### config.mk
export PLATFORM = sky130hd
export DESIGN_NAME = serial_fa_adder
export DESIGN_NICKNAME = d
export VERILOG_FILES = /design/src/rtl/fa_pkg.sv /design/src/rtl/fa_mux8.sv /design/src/rtl/serial_fa_adder.sv
export SDC_FILE = /design/constraint.sdc
export NUM_CORES = 1
export LEC_CHECK = 0
export ABC_AREA = 1
export BUFFER_PORTS_ARGS = -buffer_cell sky130_fd_sc_hd__buf_2
export CAP_MARGIN = 20
export CELL_PAD_IN_SITES_DETAIL_PLACEMENT = 1
export CELL_PAD_IN_SITES_GLOBAL_PLACEMENT = 1
export CORE_UTILIZATION = 40
export DETAILED_ROUTE_END_ITERATION = 16
export HOLD_SLACK_MARGIN = 0.08
export PLACE_DENSITY = 0.75
export SETUP_SLACK_MARGIN = 0.1
export SYNTH_ARGS = -nofsm -noshare
export SYNTH_HDL_FRONTEND = slang
export SYNTH_SLANG_ARGS = --single-unit
### constraint.sdc
create_clock -name clk -period 1.5 [get_ports clk]
set_input_delay 0.075 -clock clk [delete_from_list [all_inputs] [get_ports clk]]
set_output_delay 0.075 -clock clk [all_outputs]
set_load 0.05 [all_outputs]
### src/rtl/fa_pkg.sv
// Shared definitions for the bit-serial full-adder datapath:
// FSM state encoding and the truth tables that program the 8:1-mux cell.
package fa_pkg;

    typedef enum logic [1:0] {
        ST_IDLE  = 2'd0,
        ST_SHIFT = 2'd1,
        ST_DONE  = 2'd2
    } state_t;

    // Index is {a, b, cin}; bit n of each table is the cell output for select n.
    localparam logic [7:0] SUM_TT   = 8'b1001_0110;  // odd parity
    localparam logic [7:0] CARRY_TT = 8'b1110_1000;  // majority

endpackage

### src/rtl/fa_mux8.sv
// Full adder built as a pair of 8:1 multiplexers whose data inputs are the
// sum/carry truth tables and whose select lines are {a, b, cin}.
import fa_pkg::*;

module fa_mux8 (
    input  logic [2:0] i_sel,
    output logic       o_sum,
    output logic       o_carry
);

    // Pick the truth-table entry addressed by the operand bits.
    always_comb begin
        o_sum   = SUM_TT[i_sel];
        o_carry = CARRY_TT[i_sel];
    end

endmodule

### src/rtl/serial_fa_adder.sv
// Bit-serial W-bit adder: one bit pair per clock, LSB first, carry held in a
// flop between cycles. start/busy handshake in, one-cycle done strobe out.
import fa_pkg::*;

module serial_fa_adder #(
    parameter int W = 4
) (
    input  logic         clk,
    input  logic         rst,
    input  logic         start,
    input  logic [W-1:0] a,
    input  logic [W-1:0] b,
    input  logic         cin,
    output logic         busy,
    output logic         done,
    output logic [W-1:0] sum,
    output logic         cout
);

    localparam int CW = $clog2(W + 1);
    localparam logic [CW-1:0] LAST_CNT = CW'(W - 1);

    state_t        r_state;
    state_t        w_state_next;
    logic          w_accept;
    logic          w_last;

    logic [W-1:0]  r_a_sr;
    logic [W-1:0]  r_b_sr;
    logic [W-1:0]  r_sum_sr;
    logic          r_carry;
    logic [CW-1:0] r_cnt;

    logic          w_fa_sum;
    logic          w_fa_carry;
    logic [W-1:0]  w_sum_sr_next;

    fa_mux8 u_fa (
        .i_sel   ({r_a_sr[0], r_b_sr[0], r_carry}),
        .o_sum   (w_fa_sum),
        .o_carry (w_fa_carry)
    );

    // State register; reset discards any add in flight.
    always_ff @(posedge clk or posedge rst) begin
        if (rst) begin
            r_state <= ST_IDLE;
        end else begin
            r_state <= w_state_next;
        end
    end

    // Next-state logic plus the accept/last-bit decodes used by the datapath.
    always_comb begin
        w_state_next = r_state;
        w_accept     = 1'b0;
        w_last       = 1'b0;
        case (r_state)
            ST_IDLE: begin
                if (start) begin
                    w_accept     = 1'b1;
                    w_state_next = ST_SHIFT;
                end else begin
                    w_state_next = ST_IDLE;
                end
            end
            ST_SHIFT: begin
                if (r_cnt == LAST_CNT) begin
                    w_last       = 1'b1;
                    w_state_next = ST_DONE;
                end else begin
                    w_state_next = ST_SHIFT;
                end
            end
            ST_DONE: begin
                // A start here chains straight into the next add.
                if (start) begin
                    w_accept     = 1'b1;
                    w_state_next = ST_SHIFT;
                end else begin
                    w_state_next = ST_IDLE;
                end
            end
            default: begin
                w_state_next = ST_IDLE;
            end
        endcase
    end

    // New sum bit enters at the MSB so after W shifts bit 0 is the LSB result.
    always_comb begin
        w_sum_sr_next = (r_sum_sr >> 1) | (W'(w_fa_sum) << (W - 1));
    end

    // Operand/sum shift registers, carry flop and bit counter.
    always_ff @(posedge clk or posedge rst) begin
        if (rst) begin
            r_a_sr   <= '0;
            r_b_sr   <= '0;
            r_sum_sr <= '0;
            r_carry  <= 1'b0;
            r_cnt    <= '0;
        end else if (w_accept) begin
            r_a_sr   <= a;
            r_b_sr   <= b;
            r_sum_sr <= '0;
            r_carry  <= cin;
            r_cnt    <= '0;
        end else if (r_state == ST_SHIFT) begin
            r_a_sr   <= r_a_sr >> 1;
            r_b_sr   <= r_b_sr >> 1;
            r_sum_sr <= w_sum_sr_next;
            r_carry  <= w_fa_carry;
            r_cnt    <= r_cnt + CW'(1);
        end else begin
            r_a_sr   <= r_a_sr;
            r_b_sr   <= r_b_sr;
            r_sum_sr <= r_sum_sr;
            r_carry  <= r_carry;
            r_cnt    <= r_cnt;
        end
    end

    // Registered handshake outputs and result; the result is captured from
    // the final shift so it is valid in the done cycle and held afterwards.
    always_ff @(posedge clk or posedge rst) begin
        if (rst) begin
            busy <= 1'b0;
            done <= 1'b0;
            sum  <= '0;
            cout <= 1'b0;
        end else begin
            busy <= (w_state_next == ST_SHIFT);
            done <= (w_state_next == ST_DONE);
            if (w_last) begin
                sum  <= w_sum_sr_next;
                cout <= w_fa_carry;
            end else begin
                sum  <= sum;
                cout <= cout;
            end
        end
    end

endmodule

# Word level (Yosys, flattened, before mapping)
# Memory sizes are Yosys's and may differ from the RTL's.
# Cells that the tools add are included.
# Widths: inputs -> output; s select.
totals:
  ff_bits: 25
  wordCells: 42
  memories: 2
  out_inout_bits: 7
  rom_bits: 16
op_classes:
  magnitude_cmp: 1
  reduce_logical: 3
  bitwise_logic: 1
  muxes: 19
  n_eq_ne: 5
  addsub: 1
memory_table:
  columns: ["name", "depth", "width", "read_ports", "rd_clocked_by_memory_dff", "wr", "line_no", "text"]
  rows:
  - ["(name not given)", 8, 1, 1, 0, 0, "fa_mux8.sv:14", "o_carry = CARRY_TT[i_sel];"]
  - ["(name not given)", 8, 1, 1, 0, 0, "fa_mux8.sv:13", "o_sum = SUM_TT[i_sel];"]
op_table:
  columns: ["op", "n"]
  rows:
  - ["$mux 4", 6]
  - ["$mux 1", 9]
  - ["$mux 3", 2]
  - ["$eq 2x1->1 const B", 2]
  - ["$eq 2x2->1 const B", 2]
  - ["$lt 3x4->1 const B", 1]
  - ["$or 3x4->4", 1]
  - ["$pmux 2 s2", 1]
  - ["$add 3x1->3 const B", 1]
  - ["$eq 3x2->1 const B", 1]
  - ["$logic_not 2->1", 1]
  - ["$mux 2", 1]
  - ["$reduce_bool 2->1", 1]
  - ["$reduce_or 2->1", 1]

# Depth between registers and ports, before layout
logic_depth:
  ltp_word: 5
  depth_mapped: 7

# Cells and area by module
# Synthesis repeated with hierarchy kept, for this count alone.
hier_totals:
  hier_cells: 123
  area_unflattened_um2: 1162.4
by_module_without_submodules:
  columns: ["module", "cells_per_inst", "seq_area_each_um2", "instances", "area_each_um2"]
  rows:
  - ["serial_fa_adder", 110, 600.6, 1, 1096.1]
  - ["fa_mux8", 13, 0.0, 1, 66.3]

# Worst setup path before layout
# OpenSTA, ideal clock, no wires.
synth_path:
  path_kind: "register to register"
  startpoint: "register r_cnt[0]"
  endpoint: "register cout"
  required_ps: 1426
  arrival_ps: 1106
  path_slack_ps: 320
  n_path_buf: 1
  stages_incl_launch_ff: 7
  cell_sequence: "dfrtp_1 > ha_1 > ha_1 > nand2_4 > buf_6 > nand2_1 > o21ai_2"
synth_between:
  elab_chain_len: 3
synth_lines:
  columns: ["element", "line_no", "text"]
  rows:
  - ["from (decl)", "serial_fa_adder.sv:32", "logic [CW-1:0] r_cnt;"]
  - ["from (signal assigned)", "serial_fa_adder.sv:114", "r_cnt <= r_cnt + CW'(1);"]
  - ["from (signal assigned)", "serial_fa_adder.sv:120", "r_cnt <= r_cnt;"]
  - ["$eq 3x2->1", "serial_fa_adder.sv:68", "if (r_cnt == LAST_CNT) begin"]
  - ["$mux 1", "serial_fa_adder.sv:68", null]
  - ["$mux 1", "serial_fa_adder.sv:58", "case (r_state)"]
  - ["to (signal assigned)", "serial_fa_adder.sv:137", "cout <= w_fa_carry;"]
  - ["to (signal assigned)", "serial_fa_adder.sv:140", "cout <= cout;"]
  - ["to (decl)", "serial_fa_adder.sv:17", "output logic cout"]
# Every way passes these cells.
# A chain may end at the register's enable or synchronous reset.

# Final worst setup path
layout_path:
  startpoint: "register r_cnt[0]"
  endpoint: "register sum[3]"
layout_between:
  elab_chain_len: 3
layout_lines:
  columns: ["element", "line_no", "text"]
  rows:
  - ["$eq 3x2->1", "serial_fa_adder.sv:68", null]
  - ["$mux 1", "serial_fa_adder.sv:68", null]
  - ["$mux 1", "serial_fa_adder.sv:58", null]
  - ["to (signal assigned)", "serial_fa_adder.sv:136", "sum <= w_sum_sr_next;"]
  - ["to (signal assigned)", "serial_fa_adder.sv:139", "sum <= sum;"]
  - ["to (decl)", "serial_fa_adder.sv:16", "output logic [W-1:0] sum,"]
# Every way passes these cells.

==> flow_summary.json <==
{
  "worstMarginPinSlew_ps": 309,
  "finalClockSkew_ps": 1.17,
  "placed_area_sq_um": 1200,
  "drt_pre_antenna_iters": 4,
  "hold_viol_final": 0,
  "async_flop_share_pct": 100,
  "cts_inserted_buffers": 3,
  "antenna_found_initial": 0,
  "synth_edf_count": 0,
  "critPathLaunchType": "flip-flop",
  "setup_ws_ps": 217,
  "arrival_ps": 1510,
  "post_cts_buffers": 0,
  "ir_worst_vdd_mv": 1.26,
  "synth.distinct_cells": 15,
  "drt-vias-per-instance": 4.68,
  "cts_tree": "built",
  "cts_resized": 0,
  "io_buffer_count": 18,
  "cap_viol_max_count": 0,
  "fillers": 304,
  "p_leak_nw": 0.769,
  "yosys.area.top_type": "dfrtp_1",
  "outcome": "complete, no violations",
  "p_per_area_nw_per_um2": 2120,
  "overflow": 0,
  "ant_nets": 0,
  "finalCriticalPeriod_ps": 1280,
  "netlist_area_sq_um": 1080,
  "drt_iter0_markers": 6,
  "yosysMostFrequentCell": "nand2_1",
  "syn_to_final_growth_pct": 24.2,
  "synth_seq_cells": 24,
  "synth_nets": 137,
  "multi_input_area_sq_um": 382,
  "stdcell_count": 183,
  "io_pins": 19,
  "dp_cells": 169,
  "grtUsageTotal_pct": 19.0,
  "ys.flop_type": "dfrtp_1",
  "initial_core_util_pct": 43.1,
  "diodes": 0,
  "grt_pass1_wl_microns": 3840,
  "coreArea_sq_um": 2500,
  "h-tree-depth": 1,
  "fmax_mhz": 780,
  "num-nets-final": 170,
  "p_total_mw": 2.83,
  "relSlewSlack_pct": 79.4,
  "clock_path_buffers": 2,
  "fp-row-count": 18,
  "seq_area_sq_um": 601,
  "synth_seq_area_share_pct": 55.7,
  "period_share_pct": 85.5,
  "syn_area_per_cell_sq_um": 8.90,
  "vias": 856,
  "drc_errors": 0,
  "required_ps": 1730,
  "hpwl_microns": 1520,
  "die_area_sq_um": 2900,
  "yosysWarnings": 0,
  "preCtsSetupSlack_ps": 238,
  "grt_start_max_net_pins": 25,
  "fin_area_sq_um": 1340,
  "synth_top_area_share_pct": 55.7,
  "die_w_microns": 53.9,
  "clock-root-buffer": "clkbuf_4",
  "die_y_microns": 53.9,
  "fin_util_pct": 53.5,
  "fin_tns_setup_ps": 0,
  "syn_inst": 121,
  "wl_per_cell_microns": 12.7,
  "cts_sinks": 24,
  "path_class": "reg -> reg",
  "ys_top_cells_by_count": "52 x nand2_1, 24 x dfrtp_1, 19 x inv_1",
  "rsz0062_at_grt": "false",
  "path_clk_slew_ps": 130,
  "synthTopCellsByArea": "dfrtp_1 56%, nand2_1 18%, inv_1 6.6%",
  "drv_slew": 0,
  "cp_max_fo": 11,
  "drive_gt1_share_pct": 21.6,
  "hold_path_class": "in -> reg",
  "clock_latency_ps": 310,
  "routed_wl_microns": 2320,
  "finalSetupViolCount": 0,
  "hold_ws_ps": 84.3,
  "gp_congestion": 0.669,
  "worstSetupEndpointType": "flip-flop",
  "first_global_vias": 891
}
-- area by class of cell --
class                      count  share of cell area [%]
timing repair buffer          29                    14.8
tap                           30                    2.81
inverter                      21                    6.27
clock buffer                   4                    2.71
multi-input combinational     75                    28.5
sequential                    24                    44.9
-- metal layers --
layer | vias to the layer above | global-route usage [%] | wire length [microns]
met3 | 6 | 3.39 | 78
met2 | 19 | 32.7 | 1200
met1 | 404 | 23.6 | 996
met4 | 0 | 6.58 | 43
li1 | 427 | - | -
met5 | - | 0 | 0
-- registers in the layout, summed over array words and instances (netlist names) --
name      flops
r_b_sr        4
r_sum_sr      3
sum           4
busy          1
cout          1
r_a_sr        4
r_cnt         3
r_carry       1
r_state       2
done          1
-- cells by family after synthesis --
| logic type | synth area share, % |
|---|---|
| compound gates | 7.78 |
| buf+inv | 8.83 |
| fa+ha+maj | 4.65 |
| xor+xnor | 0.813 |
| flops | 55.7 |
| simple gates | 22.2 |
-- power by group --
group | internal, mW | switching, mW | total, mW
clock network | 0.148 | 0.200 | 0.348
logic | 0.421 | 0.979 | 1.40
registers | 0.929 | 0.153 | 1.08
-- worst max-delay path, stage by stage (launching register included) --
cell and delay, ps:
dfrtp_1 430, ha_1 210, ha_1 230, nand2_4 160
inv_1 70, nand2_1 60, nand2_1 40
-- final timing paths --
path / from / end / slack [ps] / cells after the start
hold / removal: cin / r_carry / 80 / 5
setup / recovery: r_cnt[0] / sum[3] / 220 / 6
min in group asynchronous: rst / r_sum_sr[2] / 330 / 4
hold reg to reg: r_b_sr[3] / r_b_sr[3] / 490 / 2
setup reg to reg: r_cnt[0] / sum[3] / 220 / 6
max in group asynchronous: rst / r_state[1] / 940 / 4
-- cell usage in the layout, fill, tap and decap left out --
| master | Yosys | final |
|---|---|---|
| inv_6 | 1 | 1 |
| nand2_1 | 52 | 52 |
| dlygate4sd3_1 | 0 | 10 |
| buf_2 | 0 | 18 |
| inv_1 | 19 | 19 |
| dfrtp_1 | 24 | 24 |
| clkbuf_4 | 0 | 3 |
| inv_2 | 1 | 1 |
| a21oi_1 | 1 | 1 |
| clkbuf_8 | 0 | 1 |
| ha_1 | 4 | 4 |
| o21ai_2 | 4 | 4 |
| nand2_4 | 3 | 3 |
| nand2_2 | 1 | 1 |
| o21ai_0 | 5 | 5 |
| buf_4 | 0 | 1 |
| o22ai_1 | 3 | 3 |
| xor2_1 | 1 | 1 |
| nor2_1 | 1 | 1 |
-- repair_timing --
item,CTS,global route
setup endpoints to repair,0,0
hold buffers,10,0
hold endpoints to repair,33,0
Power figures use the tool's default switching activity.
